[src/rtl/patdet_pkg.sv]
// Shared definitions for the pattern_detector codebase slice.
// Contents:
//   PATDET_MAX_W       widest supported pattern; config fields are stored at this width
//   PATDET_RST_OVERLAP default overlap mode after reset
//   PATDET_MASK_ALL    all-ones compare mask (every bit compared)
//   patdet_cfg_t       runtime configuration {pattern, mask, overlap}
//   FILL_W()           width of the fill counter for a given pattern length
package patdet_pkg;

    localparam int PATDET_MAX_W = 32;

    localparam logic PATDET_RST_OVERLAP = 1'b1;

    localparam logic [PATDET_MAX_W-1:0] PATDET_MASK_ALL = {PATDET_MAX_W{1'b1}};

    // Pattern and mask are zero-extended to PATDET_MAX_W so one struct serves
    // every PAT_W; zero mask bits above PAT_W make the extra bits don't-care.
    typedef struct packed {
        logic [PATDET_MAX_W-1:0] pattern;
        logic [PATDET_MAX_W-1:0] mask;
        logic                    overlap;
    } patdet_cfg_t;

    function automatic int FILL_W(input int pat_w);
        return $clog2(pat_w + 1);
    endfunction

endpackage

[src/rtl/patdet_window.sv]
// Sample window of the pattern detector: shift register, fill counter and
// masked compare against the active configuration.
// Ports:
//   clk, rst  clock, asynchronous active-high reset
//   i_clr     cfg_load pulse: empties the window and suppresses the hit
//   i_en      sample qualifier
//   i_in      serial data bit
//   i_cfg     active pattern / mask / overlap configuration
//   o_hit     combinational hit for the current edge (already gated by i_en, i_clr)
//   o_fill    registered count of valid samples in the window (0..PAT_W)
module patdet_window
    import patdet_pkg::*;
#(
    parameter int PAT_W = 5
) (
    input  logic                      clk,
    input  logic                      rst,
    input  logic                      i_clr,
    input  logic                      i_en,
    input  logic                      i_in,
    input  patdet_cfg_t               i_cfg,
    output logic                      o_hit,
    output logic [FILL_W(PAT_W)-1:0]  o_fill
);

    localparam int FW = FILL_W(PAT_W);
    localparam logic [FW-1:0] FILL_FULL = FW'(PAT_W);

    // Only PAT_W-1 past samples are stored: the oldest bit of the window would
    // be shifted out by the very edge that next compares it, so the full
    // window is always {r_hist, i_in}.
    logic [PAT_W-2:0]        r_hist;
    logic [FW-1:0]           r_fill;
    logic [PAT_W-1:0]        w_hist_next;
    logic [FW-1:0]           w_fill_next;
    logic [PATDET_MAX_W-1:0] w_diff;
    logic                    w_hit;

    // Next window contents, saturating fill and masked compare
    always_comb begin
        w_hist_next = {r_hist, i_in};
        if (r_fill == FILL_FULL) begin
            w_fill_next = r_fill;
        end else begin
            w_fill_next = r_fill + FW'(1'b1);
        end
        w_diff = (PATDET_MAX_W'(w_hist_next) ^ i_cfg.pattern) & i_cfg.mask;
        if (i_en && !i_clr && (w_fill_next == FILL_FULL) &&
            (w_diff == {PATDET_MAX_W{1'b0}})) begin
            w_hit = 1'b1;
        end else begin
            w_hit = 1'b0;
        end
    end

    // Window state: cleared by config load or a non-overlapping hit
    always_ff @(posedge clk or posedge rst) begin
        if (rst) begin
            r_hist <= {(PAT_W-1){1'b0}};
            r_fill <= {FW{1'b0}};
        end else if (i_clr) begin
            r_hist <= {(PAT_W-1){1'b0}};
            r_fill <= {FW{1'b0}};
        end else if (i_en) begin
            if (w_hit && !i_cfg.overlap) begin
                r_hist <= {(PAT_W-1){1'b0}};
                r_fill <= {FW{1'b0}};
            end else begin
                r_hist <= w_hist_next[PAT_W-2:0];
                r_fill <= w_fill_next;
            end
        end else begin
            r_hist <= r_hist;
            r_fill <= r_fill;
        end
    end

    assign o_hit  = w_hit;
    assign o_fill = r_fill;

endmodule

[src/rtl/pattern_detector.sv]
// Parametrised serial bit-pattern detector with runtime-loadable pattern,
// don't-care mask, overlap mode and saturating match counter.
// Optional build macro: PATDET_STICKY_EN adds the match_sticky output.
// Ports:
//   clk, rst                       clock, asynchronous active-high reset
//   en, in                         sample qualifier and serial data bit
//   cfg_load, cfg_pattern,
//   cfg_mask, cfg_overlap          configuration load (clears the window)
//   cnt_clr                        synchronous clear of match_count
//   match                          registered one-cycle pulse per hit
//   match_count                    saturating hit counter
//   fill                           valid samples in the window
//   match_sticky (optional)        set on hit, cleared by cnt_clr or cfg_load
module pattern_detector
    import patdet_pkg::*;
#(
    parameter int               PAT_W       = 5,
    parameter int               CNT_W       = 8,
    parameter logic [PAT_W-1:0] RST_PATTERN = PAT_W'(5'b11101),
    parameter logic [PAT_W-1:0] RST_MASK    = PATDET_MASK_ALL[PAT_W-1:0],
    parameter logic             RST_OVERLAP = PATDET_RST_OVERLAP
) (
    input  logic                      clk,
    input  logic                      rst,
    input  logic                      en,
    input  logic                      in,
    input  logic                      cfg_load,
    input  logic [PAT_W-1:0]          cfg_pattern,
    input  logic [PAT_W-1:0]          cfg_mask,
    input  logic                      cfg_overlap,
    input  logic                      cnt_clr,
    output logic                      match,
    output logic [CNT_W-1:0]          match_count,
    output logic [FILL_W(PAT_W)-1:0]  fill
`ifdef PATDET_STICKY_EN
    ,
    output logic                      match_sticky
`endif
);

    localparam logic [CNT_W-1:0] CNT_MAX = {CNT_W{1'b1}};
    localparam patdet_cfg_t RST_CFG = '{
        pattern: PATDET_MAX_W'(RST_PATTERN),
        mask:    PATDET_MAX_W'(RST_MASK),
        overlap: RST_OVERLAP
    };

    patdet_cfg_t      r_cfg;
    patdet_cfg_t      w_cfg_new;
    logic             w_hit;
    logic             r_match;
    logic [CNT_W-1:0] r_count;

    // Zero-extend the incoming configuration to the stored width
    always_comb begin
        w_cfg_new.pattern = PATDET_MAX_W'(cfg_pattern);
        w_cfg_new.mask    = PATDET_MAX_W'(cfg_mask);
        w_cfg_new.overlap = cfg_overlap;
    end

    patdet_window #(
        .PAT_W (PAT_W)
    ) u_window (
        .clk    (clk),
        .rst    (rst),
        .i_clr  (cfg_load),
        .i_en   (en),
        .i_in   (in),
        .i_cfg  (r_cfg),
        .o_hit  (w_hit),
        .o_fill (fill)
    );

    // Active configuration register
    always_ff @(posedge clk or posedge rst) begin
        if (rst) begin
            r_cfg <= RST_CFG;
        end else if (cfg_load) begin
            r_cfg <= w_cfg_new;
        end else begin
            r_cfg <= r_cfg;
        end
    end

    // Match flag: follows this edge's hit; en=0 edges give no hit and load 0
    always_ff @(posedge clk or posedge rst) begin
        if (rst) begin
            r_match <= 1'b0;
        end else if (cfg_load) begin
            r_match <= 1'b0;
        end else begin
            r_match <= w_hit;
        end
    end

    // Saturating match counter; a clear discards a coincident hit
    always_ff @(posedge clk or posedge rst) begin
        if (rst) begin
            r_count <= {CNT_W{1'b0}};
        end else if (cfg_load) begin
            r_count <= r_count;
        end else if (cnt_clr) begin
            r_count <= {CNT_W{1'b0}};
        end else if (w_hit && (r_count != CNT_MAX)) begin
            r_count <= r_count + CNT_W'(1'b1);
        end else begin
            r_count <= r_count;
        end
    end

    assign match       = r_match;
    assign match_count = r_count;

`ifdef PATDET_STICKY_EN
    logic r_sticky;

    // Sticky hit flag: a hit wins over a coincident clear
    always_ff @(posedge clk or posedge rst) begin
        if (rst) begin
            r_sticky <= 1'b0;
        end else if (w_hit) begin
            r_sticky <= 1'b1;
        end else if (cnt_clr || cfg_load) begin
            r_sticky <= 1'b0;
        end else begin
            r_sticky <= r_sticky;
        end
    end

    assign match_sticky = r_sticky;
`endif

endmodule

[config.mk]
export PLATFORM = sky130hd
export DESIGN_NAME = pattern_detector
export DESIGN_NICKNAME = d
export VERILOG_FILES = /design/src/rtl/patdet_pkg.sv /design/src/rtl/patdet_window.sv /design/src/rtl/pattern_detector.sv
export SDC_FILE = /design/constraint.sdc
export NUM_CORES = 1
export LEC_CHECK = 0
export ABC_AREA = 1
export CAP_MARGIN = 20
export CORE_ASPECT_RATIO = 0.6
export CORE_MARGIN = 2
export CORE_UTILIZATION = 55
export DETAILED_ROUTE_END_ITERATION = 10
export GPL_TIMING_DRIVEN = 0
export PLACE_DENSITY = 0.95
export SLEW_MARGIN = 20
export SYNTH_ARGS = -nofsm -noshare
export SYNTH_HDL_FRONTEND = slang
export SYNTH_SLANG_ARGS = --single-unit
[constraint.sdc]
create_clock -name clk -period 3.27 [get_ports clk]
set_clock_uncertainty 0.1 [all_clocks]
set_input_delay 0.8175 -clock clk [delete_from_list [all_inputs] [get_ports clk]]
set_output_delay 0.8175 -clock clk [all_outputs]
set_load 0.01 [all_outputs]
Word level (Yosys, flattened, before mapping)
Cells that the tools add are included.
Widths: inputs -> output; s select.
- flip-flop bits (word level): 27
- input port bits: 17
- output and inout port bits: 12
- $add $sub $neg: 2
- equality and inequality tests: 3
- muxes and demuxes: 11
- bitwise operators: 3
- reduce and logical (&&, ||, !) cells: 11
- operator list (cell ; number):
    $and 32x5->32 ; 1
    $logic_not 32->1 ; 1
    $mux 8 ; 2
    $mux 3 ; 4
    $mux 4 ; 3
    $add 8x1->8 const B ; 1
    $ne 8x8->1 const B ; 1
    $eq 3x3->1 const B ; 2
    $logic_and 1x1->1 ; 5
    $xor 5x5->5 ; 1
    $reduce_bool 2->1 ; 2
    $add 3x1->3 const B ; 1
    $logic_not 1->1 ; 2
    $mux 1 ; 2
    $reduce_and 2->1 ; 1
    $not 1->1 ; 1

Logic depth before layout (Yosys ltp)
- word-level depth: 10
- depth in mapped cells: 12
- mapped depth without buffers: 12

By module
A second synthesis with hierarchy kept.
- cell total of the unflattened synthesis: 287
- area total of the unflattened synthesis: 1834.3 µm²
- by module, submodules not included (module ; times used ; cells an instance ; area each (µm²) ; seq. area each (µm²)):
    pattern_detector ; 1 ; 124 ; 957.2 ; 513.0
    patdet_window ; 1 ; 163 ; 877.1 ; 175.2

Least setup slack after synthesis
OpenSTA, ideal clock, no wires.
- path type: input -> register
- start: input port cfg_load
- end: register r_count[4], in the netlist match_count[4]
- library setup time: 117 ps
- data arrival time: 1684 ps
- required time: 3053 ps
- setup slack: 1369 ps
- stages: 9
- cells stage by stage: buf_6 -> nor2_8 -> nand3_4 -> nor2_4 -> nand4_2 -> nand2_4 -> nand2_4 -> nand2_1 -> nand2_1
- longest elaborated chain between the ends: 8
- elaborated cells between the ends (all ways): 9
- classes of those cells: mux (1); bitwise (1); reduce/logical (7)
- ends and longest elaborated chain (what ; RTL line ; text):
    start, declared ; pattern_detector.sv:27 ; input logic cfg_load,
    $logic_not 1->1 ; patdet_window.sv:48 ; if (i_en && !i_clr && (w_fill_next == FILL_FULL) &&
    $logic_and 1x1->1 (3 in series) ; patdet_window.sv:48 ;
    $mux 1 ; patdet_window.sv:48 ;
    $logic_and 1x1->1 ; pattern_detector.sv:104 ; end else if (w_hit && (r_count != CNT_MAX)) begin
    $reduce_bool 2->1 (no source line) ; -- ;
    $reduce_and 2->1 (no source line) (*) ; -- ;
    end signal, assigned ; pattern_detector.sv:103 ; r_count <= {CNT_W{1'b0}};
    end signal, assigned ; pattern_detector.sv:105 ; r_count <= r_count + CNT_W'(1'b1);
    end signal, assigned ; pattern_detector.sv:107 ; r_count <= r_count;
    end, declared ; pattern_detector.sv:52 ; logic [CNT_W-1:0] r_count;
Every way passes the cells marked *; elsewhere a longest branch is shown, timed or not.
A chain may end at the register's enable or synchronous reset.

Worst setup path in the final report
- start: register r_count[4], in the netlist match_count[4]
- end: output port match_count[4]
- RTL lines (what ; RTL line ; text):
    start signal, assigned ; pattern_detector.sv:99 ; r_count <= {CNT_W{1'b0}};
    start signal, assigned ; pattern_detector.sv:101 ; r_count <= r_count;
    start signal, assigned ; pattern_detector.sv:103 ;
    end, declared ; pattern_detector.sv:33 ; output logic [CNT_W-1:0] match_count,
No word-level cell between the ends.

==> summary.md <==
| Metric | Value |
|---|---|
| Vias | 1,313 |
| Buffers & Inverters on Critical Path | 1 |
| Endpoints failing hold | 0 |
| Fmax | 449.4 MHz |
| Synth top area share | 28.81% |
| Status | finished, final reports clean |
| Mapped cell area | 0.001476 sq mm |
| Total die area | 0.003128 sq mm |
| First-pass GRT wire length | 5.382 mm |
| Site Rows | 14 |
| Asr flop ratio synth | 100.0% |
| Final design utilization | 72.67% |
| Area growth, synth to finish | 24.15% |
| Seq pwr share | 54.4% |
| Clk Latency, worst-skew pair | 270 ps |
| Warnings from Yosys | 0 |
| Pwr/cell area | 386.4 mW/mm^2 |
| Delay-heaviest family, CP | buffers and inverters |
| Number of I/O pins | 29 |
| Core ar. | 0.002522 sq mm |
| Share of cells above drive strength 1 | 12.79% |
| Setup ws final | 1045 ps |
| Arr. time, crit path | 1310 ps |
| Post-CTS Setup Inserts | 0 |
| Leakage | 0.8651 nW |
| Max-slew violations | 0 |
| Total Power | 0.7083 mW |
| CTS Buf Count | 3 |
| Setup TNS | 0 ps |
| P_sw | 0.1974 mW |
| Clk pwr share | 26.5% |
| Die Span Y | 44.13 um |
| Max-Cap Viols | 0 |
| Dominant cell type by area after synthesis | dfrtp_1 |
| Port Buf Inserts | 27 |
| Synth Flop Type | dfrtp_1 |
| Via-per-instance ratio | 5.231 |
| Syn_nets | 208 |
| Mean Syn Cell Area | 7.853 sq um |
| Hold Path Class | reg2reg |
| Crit path launch type | flop |
| Final setup fails | 0 |
| Critical Path RT | 2350 ps |
| Antenna violations before repair | 0 |
| Vias in the first global route | 1,186 |
| Die W | 70.89 um |
| Yosys reg bits | 27 |
| Internal | 0.5109 mW |
| Starting DRC count in detailed routing | 202 |
| All-Layer GR Usage | 22.54% |
| Ant diodes | 0 |
| Synth area leaders | dfrtp_1, dfstp_2, nand2_1 |
| Drt wl/cell | 12.57 um |
| CTS Sinks | 27 |
| Slowest Stage Delay on Critical Path | 580 ps |
| Kind of critical path | reg2out |
| Number of fill cells | 195 |
| Slowest CP cell | clkdlybuf4s50_1 |
| RePlAce Congestion | 0.8842 |
| Antenna viol nets, final | 0 |
| Capturing element type of the critical path | output port |
| Clock period minus worst slack | 2225 ps |
| Yosys cell types | 25 |
| Drc violations | 0 |
| Largest net degree at the start of global routing | 28 |
| Setup WS pre-CTS | 831.4 ps |
| Switching Fraction | 27.86% |
| Critical path cell sequence | clkdlybuf4s50_1 |
| TritonCTS clock tree | done |
| Final WL | 3.154 mm |
| Nets | 240 |
| Hold Buf Count CTS | 0 |
| Setup repair after global routing missed its margin | no |
| H-Tree Depth | 1 |
| Cells after Synth | 188 |
| Post-synth EDFFs | 0 |
| CP max FO | 7 |
| Logic pwr share | 19.1% |
| Post-DP HPWL | 2.391 mm |
| Cts repair resizes | 0 |
| Clock tree buffer depth | 2 |
| Clock transition at the registers of the reported paths | 90 ps |
| Slew HR | 39.25% |
| Root buffer cell | clkbuf_8 |
| Pre-antenna DRT Iters | 4 |
| Initial Util | 58.53% |
| Measured slew at the worst slew-check pin | 905.6 ps |
| Fin crit share | 68.04% |
| Most frequent cells after synthesis | nand2_1, nand3_1, inv_1 |
| Total congestion overflow | 0 |
| Sequential area share after synthesis | 46.61% |
| Count leader, synth | nand2_1 |
| Max VDD drop | 0.3044 mV |
## worst reg2reg max path: cells and delay by family, from the launching register on
family,cells,cell delay (ps)
simple gates,10,1020
flops,1,450
fa+ha+maj,1,260
## routing by layer
metal / vias up / track usage [%] / part of all wire (%)
met5: - / 0 / 0
met4: 0 / 3.396 / 0.25
met3: 2 / 5.695 / 10
met2: 61 / 34.39 / 44
met1: 594 / 33.68 / 45
li1: 656 / - / -
## state kept, by name, indices dropped and copies added, names as in the netlist
| register | count |
|---|---|
| u_window.o_fill | 3 |
| match | 1 |
| match_count | 8 |
| u_window.r_hist | 4 |
| r_cfg | 11 |
## power by group through the flow
stage | logic, mW | clock network [mW] | registers, mW
after floorplan | 0.0752 | 0 | 0.391
after global placement | 0.130 | 0 | 0.389
after detailed placement | 0.135 | 0 | 0.391
after CTS | 0.135 | 0.192 | 0.385
after global routing | 0.151 | 0.211 | 0.389
final | 0.135 | 0.188 | 0.385
## through the flow
step	instances	instance area, sq um	hold slack, ps
after global placement	247	1787	350.8
final	251	1833	373.1
after CTS	251	1833	373.4
after global routing	251	1833	403.6
after floorplan	188	1476	344.0
after detailed placement	247	1787	358.8
## cell families (layout without fill, tap and decap cells)
logic type,after synthesis,in the layout,synth area share [%]
AOI/OAI and AO/OA,17,17,5.932
and+or+nand+nor,113,113,36.61
buffers and inverters,26,57,7.119
DFF,27,27,46.61
xor gates and xnor gates,2,2,1.187
adders and majority gates,3,3,2.543
## layout make-up
type	instances	area (sq um)	area share [%]
Buffer	3	18.77	1.024
Clock buffer	3	41.29	2.253
Timing Repair Buffer	27	270.3	14.74
Inverter	23	86.33	4.710
Tap cell	32	40.04	2.184
Multi-Input combinational cell	135	683.2	37.27
Clock inverter	1	5.005	0.2730
Sequential cell	27	688.2	37.54
## path summary, 6_finish.rpt
check / start / end / slack, ps / cells past startpoint
setup / recovery: match_count[4] / match_count[4] / 1040 / 1
hold / removal: r_cfg[4] / r_cfg[4] / 370 / 2
setup reg to reg: u_window.o_fill[0] / match_count[6] / 1320 / 11
hold reg to reg: r_cfg[4] / r_cfg[4] / 370 / 2
max in group asynchronous: rst / u_window.o_fill[1] / 1810 / 2
min in group asynchronous: rst / match_count[5] / 840 / 2
## cells in the final DEF (no fill, tap or decap), drive strengths merged
cell,n
o22ai,2
a21oi,2
dfstp,10
buf,1
inv,22
ha,3
clkdlybuf4s50,27
nor2,16
clkinv,2
dfrtp,17
xor2,2
nand4,3
clkbuf,5
nand2,69
o21ai,13
nor3,2
nand3,23
No activity file was read; power rests on OpenSTA's default activity.
==> variant 1: new RTL, same flow settings <==
`PAT_W` is set to 5 in 2 places; all go to 10.
--- a/src/rtl/patdet_window.sv
+++ b/src/rtl/patdet_window.sv
@@ -12,5 +12,5 @@
     import patdet_pkg::*;
 #(
-    parameter int PAT_W = 5
+    parameter int PAT_W = 10
 ) (
     input  logic                      clk,
--- a/src/rtl/pattern_detector.sv
+++ b/src/rtl/pattern_detector.sv
@@ -15,5 +15,5 @@
     import patdet_pkg::*;
 #(
-    parameter int               PAT_W       = 5,
+    parameter int               PAT_W       = 10,
     parameter int               CNT_W       = 8,
     parameter logic [PAT_W-1:0] RST_PATTERN = PAT_W'(5'b11101),
Ports: changed (resized cfg_mask, cfg_pattern and fill); port bits go from 29 to 40. No check against the original RTL was run, so the function may have changed too.
==> variant 1 against the unedited design <==
Sequential cell count rose by 16. Synthesized area rose by 48%. Setup slack got worse by 130 ps. Routed wire length rose by 63%. Cell area rose by 51%. Non-clock buffer count rose by 17. Combinational power rose by 36%. Total power rose by 71%. Count of clock-buffer cells in the layout rose by 2. Critical endpoint is now u_window.r_hist[4].
==> variant 1: results (changes against the unedited design) <==
Critical path
  – Maximum fanout along the worst path: 10 (+3)
  – Cells on worst reg2reg path: 12 (+1)
  – CP peak stage delay: 460 ps (-120 ps)
  – Capturing point of the worst reg2reg path: u_window.r_hist[4]
  – Crit path DAT: 2440 ps (+1130 ps)

Placement
  – Post-DP Area: 2660 sq um (+49%)
  – Post-DP HPWL: 3900 um (+63%)
  – Number of port buffers: 39 (+44%)
  – Final GP Congestion: 0.867 (-2.0%)

GRT
  – Total global-route track usage: 0.260 (+0.0347)
  – Largest net degree at the start of global routing: 23 (-18%)
  – Vias in the first global route: 1,892 (+60%)
  – GRT met2 Usage: 0.400 (+0.0558)
  – Routing usage on met3: 0.0677 (+0.0108)
  – M1 GR Usage: 0.364 (+0.0269)

Drt
  – Met2 wire length: 2250 um (+63%)
  – Average vias per placed instance: 5.49 (+5.0%)
  – M1 WL: 2330 um (+63%)
  – First-pass DRT Iterations: 5 (+1)
  – WL/cell: 13.6 um (+8.0%)

Min path
  – Hold path startpoint: r_cfg[2]
  – Hold endpoint: r_cfg[2]

Final layout
  – Max FFs per register: 21 (+10)
  – Area of the multi-input gates: 926 sq um (+36%)
  – Sequential cell area: 1090 sq um (+59%)
  – Clock-cell share: 0.0407 (+0.0154)
  – Fraction of area in multi-input gates: 0.335 (-0.0382)
  – Share of cells above drive strength 1: 0.108 (-0.0194)
  – Signal buffers share of area: 0.162 (+0.00417)
  – Non-Clock Buffer Count: 47 (+57%)
  – Non-clock inverter count: 34 (+48%)
  – Filler cells: 282 (+45%)
  – Multi-input gates: 200 (+48%)
  – Fin nets: 361 (+50%)

Synthesis
  – Number of synthesized register bits: 43 (+59%)
  – Syn nets: 314 (+51%)
  – Synth cell count leaders: nand2_1, inv_1, dfrtp_1
  – Register area share after synthesis: 0.503 (+0.0365)
  – Library cells used by synthesis: 23 (-8.0%)
  – Area contributors post-synth: dfrtp_1, nand2_1, dfstp_2

Clock tree
  – Worst-skew pair later-pin latency: 300 ps (+30 ps)
  – Num CTS Buffers: 5 (+2)
  – H-tree levels: 2 (+1)

Power and ir drop
  – Leak: 1.30 nW (+50%)
  – Internal Power: 890 uW (+74%)
  – Worst vdd ir: 0.329 mV (+8.1%)

Outcome
  – Status: completed
-- variant 1: cell count changes after synthesis, sizes merged, moves of 2 or more --
cell	unedited run	this run
inv	23	34
nand2	69	110
clkbuf	2	6
a21oi	2	7
nor2	16	18
o21ai	13	16
dfrtp	17	28
dfstp	10	15
nor3b	0	2
o22ai	2	9
nand3	23	26
nor3	2	5
-- variant 1: through the flow --
stage | cells | total power, mW
after floorplan | 284 | 0.707
after global placement | 370 | 0.786
after detailed placement | 371 | 0.800
after CTS | 379 | 1.21
after global routing | 379 | 1.26
final | 379 | 1.21
-- variant 1: worst max-delay path by stage --
stage,startpoint,to,slack (ps),depth (start not counted)
3_5_place_dp,en,u_window.r_hist[4],620,11
4_1_cts,en,u_window.r_hist[4],940,11
3_3_place_gp,rst,r_cfg[38],520,2
6_report,en,u_window.r_hist[4],910,11
2_1_floorplan,en,u_window.o_fill[3],1330,10
5_1_grt,en,u_window.r_hist[5],710,11
-- variant 1: power groups by stage --
stage               Sequential [mW]  Clock [mW]  Combinational, mW
CTS                           0.607       0.422              0.184
global placement              0.615           0              0.171
finish                        0.609       0.419              0.184
detailed placement            0.617           0              0.183
floorplan                     0.612           0             0.0952
global route                  0.612       0.445              0.208
-- variant 1: logic make-up (layout without fill, tap and decap cells) --
| family | count (synthesis) | count (layout) | share of synthesized area |
|---|---|---|---|
| AOI/OAI and AO/OA | 32 | 32 | 0.0787 |
| xor gates and xnor gates | 1 | 1 | 0.00402 |
| adders and majority gates | 3 | 3 | 0.0172 |
| buffers and inverters | 41 | 89 | 0.0724 |
| DFF | 43 | 43 | 0.503 |
| and+or+nand+nor | 164 | 164 | 0.325 |
==> variant 2: new RTL, same flow settings <==
Made on the original files. Register the output `match_count` once more, cleared by the reset; this adds one clock of latency there. The other outputs are not delayed to match.
--- a/src/rtl/pattern_detector.sv
+++ b/src/rtl/pattern_detector.sv
@@ -110,5 +110,11 @@
 
     assign match       = r_match;
-    assign match_count = r_count;
+    always_ff @(posedge clk or posedge rst) begin
+        if (rst) begin
+            match_count <= '0;
+        end else begin
+            match_count <= r_count;
+        end
+    end
 
 `ifdef PATDET_STICKY_EN
Formal check against the unedited RTL: not equivalent (a bounded check fails within 10 cycles, from zero or initial values and one cycle with rst high).
==> variant 2 against the unedited design <==
Fmax is 1.1% lower. Sequential cell count is 8 higher. Largest power group unchanged. Critical endpoint is now fill[2]. Cell area increased by 15%. Largest cell class unchanged. Total power grew 41%. Setup slack worse by 25 ps. Global-route usage increased by 0.56 points. First-iteration DRC count decreased by 33%. Synthesized area rose by 14%. Routed wire length up 13%.
==> variant 2: results (changes against the unedited design) <==
Die
  – Die width: 75.3 um (+6.2%)

Drt
  – Average vias per placed instance: 5.26 (+0.61%)
  – WL/cell: 13.2 um (+5.1%)
  – First-pass DRT Iterations: 5 (+1)
  – Post-Route WL: 3570 um (+13%)

Placement
  – Final GP Congestion: 0.838 (-5.2%)
  – Post-DP HPWL: 2540 um (+6.4%)
  – Post-DP Area: 2000 sq um (+12%)
  – Placed cells: 262 (+6.1%)
  – Dpl ws: 847 ps (+15.6 ps)

GRT
  – Total global-route track usage: 0.231 (+0.00562)
  – First-pass GRT wire length: 5780 um (+7.4%)
  – Vias in the first global route: 1,264 (+6.6%)

Outcome
  – Status: completed

Clock tree
  – Worst-skew pair later-pin latency: 290 ps (+20 ps)
  – Num CTS Buffers: 5 (+2)
  – H-tree levels: 2 (+1)

Final layout
  – Sequential cell area: 888 sq um (+29%)
  – Clock-cell share: 0.0505 (+0.0252)
  – Area of the multi-input gates: 682 sq um (-0.18%)
  – Share of cells above drive strength 1: 0.132 (+0.00373)
  – Fin nets: 247 (+2.9%)
  – Filler cells: 230 (+18%)

Synthesis
  – Syn Inst Count: 193 (+2.7%)
  – Area contributors post-synth: dfrtp_1, dfstp_2, nand2_1
  – Syn nets: 213 (+2.4%)
  – Register area share after synthesis: 0.530 (+0.0637)
  – Synth cell count leaders: nand2_1, dfrtp_1, nand3_1
  – Synth top area share: 0.373 (+0.0850)

Min path
  – Hold path startpoint: r_count[1]
  – Hold Crit Depth: 0 (-2)
  – Hold endpoint: match_count[1]

STA
  – Rel. slew slack: 0.531 (+0.139)
  – WHS: 350 ps (-22.9 ps)

Power and ir drop
  – P_sw: 245 uW (+24%)
  – Worst vdd ir: 0.290 mV (-4.7%)

Critical path
  – R2r setup slk: 1390 ps (+70 ps)
  – Worst Setup EP: fill[2]
  – Capturing point of the worst reg2reg path: r_count[4]
  – Crit path DAT: 1330 ps (+20 ps)
[variant 2: cells by family (layout without fill, tap and decap cells)]
logic type	count (synthesis)	in the layout	share of synthesized area
AND/OR/NAND/NOR	111	111	0.325
flip-flops	35	35	0.530
buffers and inverters	25	60	0.0634
AO/OA/AOI/OAI	18	18	0.0545
adder cells (fa/ha/maj)	3	3	0.0224
XOR/XNOR	1	1	0.00522
[variant 2: routing by layer]
metal / vias up / share of wire / global-route usage
met4: 0 / 0.024 / 0.105
met1: 649 / 0.46 / 0.321
met3: 13 / 0.084 / 0.0687
met2: 75 / 0.44 / 0.341
li1: 684 / - / -
met5: - / 0 / 0
[variant 2: power by group through the flow]
stage	Combinational, mW	Sequential (mW)	Clock (mW)
finish	0.136	0.487	0.377
global route	0.153	0.491	0.400
CTS	0.137	0.487	0.380
detailed placement	0.136	0.494	0
global placement	0.129	0.493	0
floorplan	0.0763	0.494	0
